===== config.mk =====
export PLATFORM = sky130hd
export DESIGN_NAME = cmp_debounce_fsm
export DESIGN_NICKNAME = d
export VERILOG_FILES = /design/src/rtl/cmp_debounce_fsm.sv
export SDC_FILE = /design/constraint.sdc
export NUM_CORES = 1
export LEC_CHECK = 0
export BUFFER_PORTS_ARGS = -buffer_cell sky130_fd_sc_hd__buf_2
export CAP_MARGIN = 10
export CELL_PAD_IN_SITES_DETAIL_PLACEMENT = 0
export CELL_PAD_IN_SITES_GLOBAL_PLACEMENT = 2
export CORE_UTILIZATION = 32
export DETAILED_ROUTE_END_ITERATION = 16
export GPL_TIMING_DRIVEN = 0
export PLACE_DENSITY_LB_ADDON = 0.05
export SLEW_MARGIN = 20
export SYNTH_ARGS = -nofsm -noshare
export SYNTH_HDL_FRONTEND = slang
export SYNTH_SLANG_ARGS = --single-unit
export TNS_END_PERCENT = 100

===== constraint.sdc =====
create_clock -name clk -period 3.98 [get_ports clk]
set_input_delay 0.796 -clock clk [delete_from_list [all_inputs] [get_ports clk]]
set_output_delay 0.796 -clock clk [all_outputs]
set_load 0.03 [all_outputs]

===== src/rtl/cmp_debounce_fsm.sv =====
// cmp_debounce_fsm: debounced, hysteretic "A above B" level from comparator flags
module cmp_debounce_fsm #(
  parameter int DEBOUNCE = 3,
  parameter int CNT_W    = 4
) (
  input  logic             clk,
  input  logic             rst_n,
  input  logic             clr,
  input  logic             en,
  input  logic             gt,
  input  logic             eq,
  input  logic             lt,
  output logic             above,
  output logic             rise,
  output logic             fall,
  output logic             err,
  output logic [1:0]       state,
  output logic [CNT_W-1:0] cnt
);
  typedef enum logic [1:0] {
    S_LOW       = 2'b00,
    S_RISE_PEND = 2'b01,
    S_HIGH      = 2'b10,
    S_FALL_PEND = 2'b11
  } state_t;

  localparam logic [CNT_W-1:0] DEB = CNT_W'(DEBOUNCE);

  state_t           r_state;
  logic [CNT_W-1:0] r_cnt;
  logic             r_rise;
  logic             r_fall;
  logic             r_err;

  logic             w_onehot;
  logic             w_valid;
  logic [CNT_W-1:0] w_n;

  assign w_onehot = ({gt, eq, lt} == 3'b100) || ({gt, eq, lt} == 3'b010) || ({gt, eq, lt} == 3'b001);
  assign w_valid  = en && w_onehot;
  assign w_n      = r_cnt + 1'b1;

  // State, count and event pulses all update together on the sample edge; clr beats any sample
  always_ff @(posedge clk or negedge rst_n) begin
    if (!rst_n) begin
      r_state <= S_LOW;
      r_cnt   <= '0;
      r_rise  <= 1'b0;
      r_fall  <= 1'b0;
      r_err   <= 1'b0;
    end else if (clr) begin
      r_state <= S_LOW;
      r_cnt   <= '0;
      r_rise  <= 1'b0;
      r_err   <= 1'b0;
      r_fall  <= r_state[1];
    end else begin
      r_rise <= 1'b0;
      r_fall <= 1'b0;
      r_err  <= en && !w_onehot;
      if (w_valid) begin
        case (r_state)
          S_LOW: begin
            if (gt && DEBOUNCE == 1) begin
              r_state <= S_HIGH;
              r_rise  <= 1'b1;
              r_cnt   <= '0;
            end else if (gt) begin
              r_state <= S_RISE_PEND;
              r_cnt   <= CNT_W'(1);
            end else begin
              r_cnt   <= '0;
            end
          end
          S_RISE_PEND: begin
            if (gt && w_n == DEB) begin
              r_state <= S_HIGH;
              r_rise  <= 1'b1;
              r_cnt   <= '0;
            end else if (gt) begin
              r_cnt   <= w_n;
            end else if (lt) begin
              r_state <= S_LOW;
              r_cnt   <= '0;
            end
          end
          S_HIGH: begin
            if (lt && DEBOUNCE == 1) begin
              r_state <= S_LOW;
              r_fall  <= 1'b1;
              r_cnt   <= '0;
            end else if (lt) begin
              r_state <= S_FALL_PEND;
              r_cnt   <= CNT_W'(1);
            end else begin
              r_cnt   <= '0;
            end
          end
          default: begin
            if (lt && w_n == DEB) begin
              r_state <= S_LOW;
              r_fall  <= 1'b1;
              r_cnt   <= '0;
            end else if (lt) begin
              r_cnt   <= w_n;
            end else if (gt) begin
              r_state <= S_HIGH;
              r_cnt   <= '0;
            end
          end
        endcase
      end
    end
  end

  // HIGH and FALL_PEND share the upper encoding bit, so the level is a direct state decode
  assign above = r_state[1];
  assign rise  = r_rise;
  assign fall  = r_fall;
  assign err   = r_err;
  assign state = r_state;
  assign cnt   = r_cnt;
endmodule


==> results.txt <==
largest net degree at the start of global routing = 11
Post-synth ARST share = 1.000
row cnt = 16
vias in the first global route = 589
r2r endpoint = cnt[2]
max layer used = met4
flops & latches, synth = 9
WHS = 376.1 ps
CTS root buffer = clkbuf_4
Reg clk slew, reported paths = 60 ps
ys flop type = dfrtp_1
gr ovfl total = 0
register area share after synthesis = 0.3093
cts repair resizes = 0
delay-heaviest family, CP = simple AND/OR/NAND/NOR gates
GPL Wtd Cong = 0.7732
later-pin clock latency in the skew report = 260 ps
WP data required = 4190 ps
CTS tree = yes
CP cell instances = buf_2 > or3b_1 > o22ai_2 > a21oi_2 > or4b_1 > nand2_1
Tot GR Track Use = 0.1598
P&R area growth vs syn = 17.87%
commonest cells after routing, fill and taps aside = buf_2, nand2_1, dfrtp_1
Slowest-stage cell, CP = or4b_1
core area = 0.002042 sq mm
DRC viols = 0
Final min period = 1994 ps
hold buffers post-CTS = 0
global-route wire length before repair = 2898 um
placed instance area = 832.0 sq um
Via density = 5.240
fin crit share = 0.5010
DRT antenna net count = 0
Max clock buf depth = 2
met2 wire len = 693 um
slew at the pin with the worst max-slew slack = 423.1 ps
worst path buffer plus inverter count = 1
simple-gate portion of the synthesized area = 0.2801
commonest non-fill, non-tap cell in the layout = buf_2
syn nets = 93
post-layout util = 0.4203
Setup crit start kind = input pin
Finished Cell Area = 858.3 sq um
post-synthesis compound-gate area fraction = 0.2543
Syn Inst Count = 84
adder-cell share of the synthesized area = 0.03436
fmax = 501.5 MHz
post-route setup TNS = 0 ps
share of cells above drive strength 1 = 0.2941
EDFF count, synth = 0
peak supply drop = 0.09542 mV
max_cap viols = 0
final count of negative-setup-slack endpoints = 0
final worst slack = 1986 ps
port bufs = 14
R2R depth = 5
Filler Cell Count = 235
Synth warnings = 0
status = complete, no violations
R2R Setup Slk = 2200 ps
Critical Path AT = 2200 ps
die width = 49.71 um
H-tree Lvls = 1
Sink Count = 9
max-slew violation count = 0
Avg WL per Cell = 12.78 um
routed via count = 676
XOR/XNOR Fraction of Synth Area = 0.02405
Fin Clk Skew = 7.520 ps
Netlist cell types = 41
Hold Path Class = in2async
crit path capture type = flip-flop
initial antenna violation count = 0
Final nets = 112
die area = 0.002471 sq mm
maximum fanout along the worst path = 5
Die Y = 49.71 um
RSZ-0062 raised after global routing = no
cts bufs inserted = 3
DR WL met3 = 69 um
Hold Violations, Final = 0
Initial Utilization = 0.3566
setup bufs post-CTS = 0
syn_area_per_cell = 8.669 sq um
mux cell area share after synthesis = 0.01375
largest family of logic cells by synthesized area = simple AND/OR/NAND/NOR gates
pwr dens = 273.8 mW/mm^2
ANT cells = 0
TritonRoute pass-1 iters = 4
Routed Wire Length = 1649 um
crit path kind = in2reg
mapped cell area = 728.2 sq um
Top-Level Pins = 17
CP peak stage delay = 510 ps
met1 WL = 860 um
Pleak = 0.3920 nW
setup slack at placement = 1712 ps
DRC marker count from the first detailed-route iteration = 9
Worst slew margin = 0.7162
DP HPWL = 1287 um
R2R Path Start = state[0]
-- final cells by class --
type | count | area (sq um) | share of cell area
Tap cell | 27 | 33.78 | 0.03936
Timing Repair Buffer | 14 | 70.07 | 0.08163
Multi-Input combinational cell | 65 | 441.7 | 0.5146
Sequential cell | 9 | 225.2 | 0.2624
Clock buffer | 4 | 26.28 | 0.03061
Buffer | 6 | 46.29 | 0.05394
Inverter | 4 | 15.01 | 0.01749
-- cells in the mapped netlist (all sizes together) (2+ instances only) --
library cell	count	area [sq um]
xnor2	2	17.52
a21oi	5	28.78
dfrtp	9	225.2
nor3	2	10.01
nor2	7	26.28
ha	2	25.02
buf	5	42.53
or2b	2	16.27
nand2	9	33.78
o21a	2	15.01
inv	4	15.01
a211oi	2	15.01
o41ai	2	25.03
nor4	2	12.51
nand2b	2	12.51
o21ai	7	35.03
-- how the worst max path moves through the flow --
stage / startpoint / slack (ps) / to / cells after the start
3_3_place_gp: lt / 1730 / cnt[2] / 6
2_1_floorplan: gt / 1850 / cnt[2] / 6
3_5_place_dp: lt / 1710 / cnt[2] / 6
6_report: lt / 1990 / cnt[2] / 6
5_1_grt: lt / 1890 / cnt[1] / 6
4_1_cts: lt / 1990 / cnt[2] / 6
-- sequential cells by signal (all words and copies together) (netlist names) --
signal / flops
cnt: 4
state: 2
err: 1
fall: 1
rise: 1
-- routing by layer --
| metal | GRT usage | vias up |
|---|---|---|
| met5 | 0 | - |
| met4 | 0.08571 | 0 |
| met3 | 0.03704 | 4 |
| met2 | 0.2117 | 18 |
| li1 | - | 345 |
| met1 | 0.2331 | 309 |
-- power by group --
group	switching (mW)	leakage, nW	internal (mW)
sequential	0.00224	0.124	0.0957
combinational	0.0403	0.253	0.0261
clock	0.0320	0.0150	0.0386
-- through the flow --
step | power [mW] | cells
finish | 0.2350 | 129
global route | 0.2533 | 129
floorplan | 0.1478 | 84
global placement | 0.1666 | 125
detailed placement | 0.1664 | 125
CTS | 0.2391 | 129
-- logic make-up (layout without fill, tap and decap cells) --
| family | after synthesis | after routing |
|---|---|---|
| flip-flops | 9 | 9 |
| buffers and inverters | 10 | 28 |
| XOR/XNOR | 2 | 2 |
| multiplexers | 1 | 1 |
| adder cells (fa/ha/maj) | 2 | 2 |
| AND/OR/NAND/NOR | 35 | 35 |
| AO/OA/AOI/OAI | 25 | 25 |
Note: power is estimated with default switching activity, not from simulation.
